<file path="config.mk">
export PLATFORM = sky130hd
export DESIGN_NAME = hamming_secded_dec_pipe
export DESIGN_NICKNAME = d
export VERILOG_FILES = /design/src/rtl/hamming_secded_dec_pipe.sv
export SDC_FILE = /design/constraint.sdc
export NUM_CORES = 1
export LEC_CHECK = 0
export CAP_MARGIN = 20
export CELL_PAD_IN_SITES_DETAIL_PLACEMENT = 0
export CELL_PAD_IN_SITES_GLOBAL_PLACEMENT = 2
export CORE_ASPECT_RATIO = 0.5
export CORE_MARGIN = 2
export CORE_UTILIZATION = 27
export CTS_CLUSTER_SIZE = 14
export DETAILED_ROUTE_END_ITERATION = 16
export PLACE_DENSITY_LB_ADDON = 0.15
export SKIP_LAST_GASP = 1
export SLEW_MARGIN = 20
export SYNTH_ARGS = -nofsm -noshare
export SYNTH_HDL_FRONTEND = slang
export SYNTH_SLANG_ARGS = --single-unit
</file>
<file path="constraint.sdc">
create_clock -name clk -period 2 [get_ports clk]
set_clock_uncertainty 0.1 [all_clocks]
set_input_delay 0.4 -clock clk [delete_from_list [all_inputs] [get_ports clk]]
set_output_delay 0.4 -clock clk [all_outputs]
set_load 0.05 [all_outputs]
</file>
<file path="src/rtl/hamming_secded_dec_pipe.sv">
// hamming_secded_dec_pipe: 2-stage pipelined Hamming SECDED decoder with valid/ready flow control
// and saturating single/double error counters.
module hamming_secded_dec_pipe #(
  parameter int DATA_W = 4,
  parameter int CNT_W = 16,
  localparam int PAR_W = (DATA_W <= 1) ? 2 : (DATA_W <= 4) ? 3 : (DATA_W <= 11) ? 4 :
                         (DATA_W <= 26) ? 5 : (DATA_W <= 57) ? 6 : (DATA_W <= 120) ? 7 :
                         (DATA_W <= 247) ? 8 : (DATA_W <= 502) ? 9 : (DATA_W <= 1013) ? 10 : 11,
  localparam int CODE_W = DATA_W + PAR_W + 1
) (
  input  logic              clk,
  input  logic              rst_n,
  input  logic              in_valid,
  output logic              in_ready,
  input  logic [CODE_W-1:0] in_code,
  output logic              out_valid,
  input  logic              out_ready,
  output logic [DATA_W-1:0] out_data,
  output logic              out_single,
  output logic              out_double,
  output logic [PAR_W-1:0]  out_syndrome,
  input  logic              cnt_clr,
  output logic [CNT_W-1:0]  cnt_single,
  output logic [CNT_W-1:0]  cnt_double
);
  function automatic int dpos(input int i);
    int p = 0;
    int n = -1;
    while (n < i) begin
      p++;
      if ((p & (p - 1)) != 0) n++;
    end
    return p;
  endfunction

  logic s1_valid, s1_pmis, s2_en, in_range, single_c, double_c, xfer;
  logic [PAR_W-1:0] syn, s1_syn;
  logic [DATA_W-1:0] din, s1_data, data_c;

  assign s2_en = !out_valid || out_ready;
  assign in_ready = !s1_valid || s2_en;
  assign xfer = out_valid && out_ready;

  always_comb begin
    syn = '0;
    for (int p = 1; p < CODE_W; p++) syn ^= in_code[p-1] ? PAR_W'(p) : '0;
  end

  // Only the data field of the codeword is carried into stage 2; a correctable syndrome
  // that points at a data position flips that bit there.
  for (genvar i = 0; i < DATA_W; i++) begin : g_d
    assign din[i] = in_code[dpos(i)-1];
    assign data_c[i] = s1_data[i] ^ (s1_pmis && s1_syn == PAR_W'(dpos(i)));
  end

  assign in_range = 32'(s1_syn) < CODE_W;
  assign single_c = s1_pmis && in_range;
  assign double_c = !single_c && (s1_syn != '0 || s1_pmis);

  always_ff @(posedge clk) begin
    if (!rst_n) begin
      s1_valid <= 1'b0;
      s1_data <= '0;
      s1_syn <= '0;
      s1_pmis <= 1'b0;
    end else if (in_ready) begin
      s1_valid <= in_valid;
      if (in_valid) begin
        s1_data <= din;
        s1_syn <= syn;
        s1_pmis <= ^in_code;
      end
    end
  end

  always_ff @(posedge clk) begin
    if (!rst_n) begin
      out_valid <= 1'b0;
      out_data <= '0;
      out_single <= 1'b0;
      out_double <= 1'b0;
      out_syndrome <= '0;
    end else if (s2_en) begin
      out_valid <= s1_valid;
      if (s1_valid) begin
        out_data <= data_c;
        out_single <= single_c;
        out_double <= double_c;
        out_syndrome <= s1_syn;
      end
    end
  end

  always_ff @(posedge clk) begin
    if (!rst_n || cnt_clr) begin
      cnt_single <= '0;
      cnt_double <= '0;
    end else begin
      if (xfer && out_single && cnt_single != '1) cnt_single <= cnt_single + 1'b1;
      if (xfer && out_double && cnt_double != '1) cnt_double <= cnt_double + 1'b1;
    end
  end
endmodule

</file>
==> key figures, run 1 <==
Critical path
  – CP arrival: 2.06 ns
  – Buf/Inv on CP: 0
  – Crit Path Max Fanout: 4
  – Crit. End Element: flip-flop
  – Largest stage delay on the critical path: 0.50 ns
  – Kind of critical path: reg -> reg
  – CP top delay family: simple AND/OR/NAND/NOR gates
  – WP data required: 2.12 ns
  – Startpoint Class: flip-flop
  – Slowest CP cell: or3_2
  – Worst path cell trace: ha_2, nand3_2, or3_2, or4_1, a21oi_1

Placed design
  – HPWL after DPL: 5.10 mm
  – Placer Congestion: 0.764
  – Place WS: -0.397 ns
  – PortBufs: 55

Clocking
  – CTS Hold Bufs: 0
  – Clock sink count: 51
  – Total CTS buffers: 5
  – Postcts setup bufs: 0
  – CTS tree: built
  – Root Driver: clkbuf_16
  – Register clock-pin slew on the reported worst setup and hold paths: 0.07 ns
  – Clock Path Buffers: 2
  – Clk Latency, worst-skew pair: 0.30 ns
  – H-tree levels: 2

Die
  – Starting Density: 0.275
  – Die Width: 142 microns
  – Std cell rows: 25
  – Die area: 10300 sq um
  – Die height: 72.9 microns
  – IO Pins: 56
  – Core area: 9320 sq um

Logic synthesis
  – Gate Count Post-Synth: 296
  – Yosys top cell area share: 0.399
  – Ranking of synthesized cells by area: dfxtp_1 40%, nand2_1 5.1%, a21oi_1 4.1%, xnor2_1 3.8%, or4_1 2.9%
  – Post-synth top flop: dfxtp_1
  – Syn Std Cell Area: 2560 sq um
  – Ys async rst share: 0
  – Post-synthesis sequential area ratio: 0.399
  – Syn nets: 311
  – Yosys reg bits: 51
  – EDFF count, synth: 0
  – Post-synth cell types: 42
  – Ys Warns: 0
  – Syn_area_per_cell: 8.65 sq um
  – Yosys top cell by area: dfxtp_1

Power
  – Sequential power share: 0.461
  – Pint: 0.00176 W
  – PD cells: 643 nW/um^2
  – Leak: 1.37 nW
  – Total Power: 0.00231 W
  – Sw power: 0.000547 W
  – Switching share of power: 0.237
  – Power share of the clock group: 0.441
  – Logic pwr share: 0.098
  – Worst IR drop on VDD: 388 uV

Timing
  – Setup TNS: 0 ns
  – Relative slew slack: 0.640
  – Crit share post-route: 0.968
  – Slew Viols, Final: 0
  – Final Hold Viols: 0
  – Setup Viol. Count Final: 0
  – Hold WS: 0.365 ns
  – FMAX: 0.517 GHz
  – Tmin final: 1.94 ns
  – Worst-margin pin slew: 0.536 ns
  – Worst Setup Slack, final: 0.0646 ns

Global routing
  – Largest net degree at the start of global routing: 29
  – Vias in the first global route: 2375
  – Initial antenna violation count: 0
  – GRT overflow: 0
  – First-pass GRT wire length: 11.4 mm
  – GRT Overall Usage: 0.141

Drt
  – DR DRC count: 0
  – DRT antenna net count: 0
  – Vias: 2494
  – TritonRoute pass-1 iters: 4
  – Vias per cell: 5.01
  – Total Routed Length: 6.87 mm
  – DR WL/cell: 13.8 microns
  – DRT iter0 DRCs: 72

Layout
  – Ant diodes: 0
  – Area growth syn-to-layout: 40.1%
  – Share of cells above drive strength 1: 0.284
  – Final nets: 391
  – Finished Core Util: 0.385

Flow run
  – Max-cap viol count: 0

Outcome
  – Status: completed

Min path
  – Hold Path Class: reg -> reg
metrics by stage:
step	instances	instance area, sq um
CTS	498	3580
global placement	490	3410
floorplan	296	2610
finish	498	3590
detailed placement	490	3410
global route	498	3590
per-layer routing:
layer / global-route usage / vias up / routed length (microns)
met5: 0 / - / 0
met2: 0.239 / 49 / 3180
met4: 0.0511 / 0 / 97
li1: - / 1266 / -
met3: 0.0381 / 9 / 321
met1: 0.174 / 1170 / 3270
timing repair:
action                     CTS  global route
setup endpoints to repair    6             2
pin swaps                    0             0
gates resized for setup      1             2
cell families (layout without fill, tap and decap cells):
family | Yosys count | after routing | share of synthesized area
compound gates | 69 | 69 | 0.181
flops | 51 | 51 | 0.399
mux | 7 | 7 | 0.0274
xor+xnor | 15 | 15 | 0.0513
simple gates | 132 | 132 | 0.299
buf+inv | 20 | 101 | 0.0323
fa+ha+maj | 2 | 2 | 0.00977
power by group through the flow:
stage,sequential [W],combinational [W],clock (W)
after floorplan,0.00112,0.000109,0
after global placement,0.00109,0.000228,0
after detailed placement,0.00109,0.000228,0
after CTS,0.00106,0.000228,0.00106
after global routing,0.00107,0.000244,0.00110
final,0.00106,0.000225,0.00102
path summary, 6_finish.rpt:
path / cells past startpoint / slack [ns] / startpoint / end
min: 2 / 0.36 / out_syndrome[2] / out_syndrome[2]
max: 5 / 0.06 / cnt_single[0] / cnt_single[10]
min reg2reg: 2 / 0.36 / out_syndrome[2] / out_syndrome[2]
max reg2reg: 5 / 0.06 / cnt_single[0] / cnt_single[10]
placed cells by master, fill, tap and decap left out, types with 3 or more instances in the layout:
cell type / synthesis / final
o21ai_0: 11 / 11
dfxtp_1: 51 / 32
mux2i_1: 7 / 7
nand2b_1: 6 / 6
clkdlybuf4s50_1: 0 / 13
and3_1: 9 / 9
dfxtp_4: 0 / 7
nand3_1: 11 / 10
nor4_1: 6 / 5
nand2_1: 35 / 35
nor3_1: 8 / 8
or4_1: 10 / 10
and4_1: 5 / 5
a211oi_1: 3 / 3
nand4_1: 9 / 9
nand4b_1: 3 / 3
xor2_1: 4 / 4
a21oi_1: 21 / 21
a21boi_0: 7 / 7
xnor2_1: 11 / 11
dfxtp_2: 0 / 12
inv_1: 8 / 8
o211a_1: 7 / 7
buf_4: 1 / 69
o31ai_1: 9 / 9
clkbuf_16: 0 / 5
nor2b_1: 5 / 5
or3_1: 9 / 9
nor2_1: 7 / 7
registers in the layout, indices dropped and copies added, names as in the netlist:
name          flops
out_data          4
out_double        1
cnt_double       16
out_valid         1
out_single        1
cnt_single       16
s1_valid          1
out_syndrome      3
s1_data           4
s1_pmis           1
s1_syn            3
worst min-delay path, cell delays in order (launching register included):
cell,delay [ns]
dfxtp_1,0.31
nand2_1,0.04
a21boi_0,0.06
synth_stat cells, types with 7 or more instances:
cell      instances
o21ai_0          11
nand3_1          11
a21boi_0          7
o211a_1           7
nand4_1           9
and3_1            9
clkbuf_1          8
or3_1             9
or4_1            10
nor2_1            7
nand2_1          35
dfxtp_1          51
inv_1             8
o31ai_1           9
a21oi_1          21
mux2i_1           7
xnor2_1          11
nor3_1            8
area by class of cell:
cell class	count	area, sq um
clock buffer	6	139
clock inverter	2	35.0
fill	970	5730
inverter	8	30.0
multi-input combinational	225	1470
sequential	51	1060
tap	121	151
timing repair buffer	85	697
No activity file was read; power rests on OpenSTA's default activity.
==> inputs of run 2 (changes only) <==
- CORE_ASPECT_RATIO: 0.5 -> 1.4
==> run 2 against run 1 <==
Effect of this change: clock-buffer cell count decreased by 1; die area is 0.35% lower; power increased by 4.6%; core utilization is 0.43 points higher; sequential cell count did not move; critical endpoint is now out_data[2]; largest cell class unchanged.
==> key figures, run 2 (synthesis results as in run 1) <==
Power
  – Leak: 1.42 nW
  – Worst IR drop on VDD: 291 uV
  – Total Power: 0.00241 W
  – PD cells: 663 nW/um^2

Clocking
  – Clk Latency, worst-skew pair: 0.29 ns
  – Postcts setup bufs: 0
  – H-tree levels: 2
  – Total CTS buffers: 5
  – Root Driver: clkbuf_16
  – CTS tree: built
  – Register clock-pin slew on the reported worst setup and hold paths: 0.07 ns
  – CTS Hold Bufs: 0
  – Clock Path Buffers: 2
  – Clock sink count: 51

Critical path
  – Crit. End Element: output port
  – CP arrival: 1.43 ns
  – Crit Path Max Fanout: 2
  – Kind of critical path: reg -> out
  – WP data required: 1.50 ns
  – Buf/Inv on CP: 1
  – Worst path cell trace: clkdlybuf4s50_1
  – CP top delay family: buffers and inverters
  – Startpoint Class: flip-flop
  – Largest stage delay on the critical path: 0.80 ns
  – Slowest CP cell: clkdlybuf4s50_1

Layout
  – Share of cells above drive strength 1: 0.297
  – Finished Core Util: 0.389
  – Final nets: 398
  – Area growth syn-to-layout: 42.2%
  – Post-Layout Inst Area: 3640 sq um
  – Largest registers: cnt_double x16, cnt_single x16
  – Most frequent cells in the layout: 77 x buf_4, 35 x nand2_1, 32 x dfxtp_1, 21 x a21oi_1
  – Most common cell after layout, fill and taps aside: buf_4
  – Ant diodes: 0

Outcome
  – Status: completed

Drt
  – DRT antenna net count: 0
  – DRT iter0 DRCs: 141
  – Total Routed Length: 7.46 mm
  – DR DRC count: 0
  – TritonRoute pass-1 iters: 4
  – Vias: 2522
  – Vias per cell: 5.11
  – DR WL/cell: 15.1 microns

Global routing
  – GRT overflow: 0
  – Largest net degree at the start of global routing: 29
  – First-pass GRT wire length: 11.9 mm
  – GRT Overall Usage: 0.146
  – Vias in the first global route: 2382
  – Initial antenna violation count: 0

Timing
  – Final Hold Viols: 0
  – Tmin final: 1.93 ns
  – RSZ-0062 raised after global routing: false
  – Slew Viols, Final: 0
  – Crit share post-route: 0.967
  – Setup Viol. Count Final: 0
  – Worst-margin pin slew: 0.490 ns
  – FMAX: 0.517 GHz
  – Hold WS: 0.371 ns
  – Relative slew slack: 0.672

Die
  – Die height: 119 microns
  – IO Pins: 56
  – Core area: 9350 sq um
  – Die Width: 86.3 microns
  – Die area: 10300 sq um
  – Std cell rows: 42
  – Starting Density: 0.274

Min path
  – Hold Path Class: reg -> reg

Placed design
  – Placer Congestion: 0.720
  – HPWL after DPL: 5.49 mm
  – PortBufs: 55
  – Post-DP Area: 3440 sq um

Flow run
  – Max-cap viol count: 0
[run 2: through the flow]
step	setup TNS, ns	setup slack (ns)	instances
after floorplan	-0.0580	-0.0580	296
after global placement	-8.48	-0.430	486
after detailed placement	-7.97	-0.416	486
after CTS	0	0.0540	494
after global routing	0	0.00771	494
final	0	0.0663	494
[run 2: layer usage]
| metal | GRT usage | wire [microns] | up-vias |
|---|---|---|---|
| met1 | 0.170 | 3150 | 1177 |
| met2 | 0.263 | 3950 | 52 |
| met3 | 0.0305 | 278 | 7 |
| met5 | 0 | 0 | - |
| met4 | 0.0439 | 78 | 0 |
| li1 | - | - | 1286 |
[run 2: cell type report]
class / instances / area (sq um)
Clock buffer: 5 / 125
Fill cell: 978 / 5710
Tap cell: 110 / 138
Inverter: 8 / 30.0
Multi-Input combinational cell: 225 / 1470
Sequential cell: 51 / 1060
Timing Repair Buffer: 92 / 747
Clock inverter: 3 / 67.6
[run 2: power breakdown]
| group | switching, W | total [W] | internal [W] |
|---|---|---|---|
| sequential | 0.0000359 | 0.00107 | 0.00103 |
| combinational | 0.000121 | 0.000224 | 0.000103 |
| clock | 0.000403 | 0.00112 | 0.000717 |
[run 2: worst paths after layout]
kind	startpoint	end	slack (ns)	cells past startpoint
worst max-delay path	out_data[2]	out_data[2]	0.07	1
worst min-delay path	out_syndrome[0]	out_syndrome[0]	0.37	2
worst max register to register	cnt_single[0]	cnt_single[10]	0.07	5
worst min register to register	out_syndrome[0]	out_syndrome[0]	0.37	2
[run 2: repair_timing]
| action | CTS | global route |
|---|---|---|
| setup endpoints to repair | 8 | 0 |
| endpoints found under the hold margin | 0 | 0 |
| resized for setup | 2 | 0 |
==> inputs of run 3 (changes only) <==
- CTS_CLUSTER_SIZE: 14 -> 16
==> results of run 3 <==
Same layout as run 2: the final DEF is identical, and so are final timing and power.
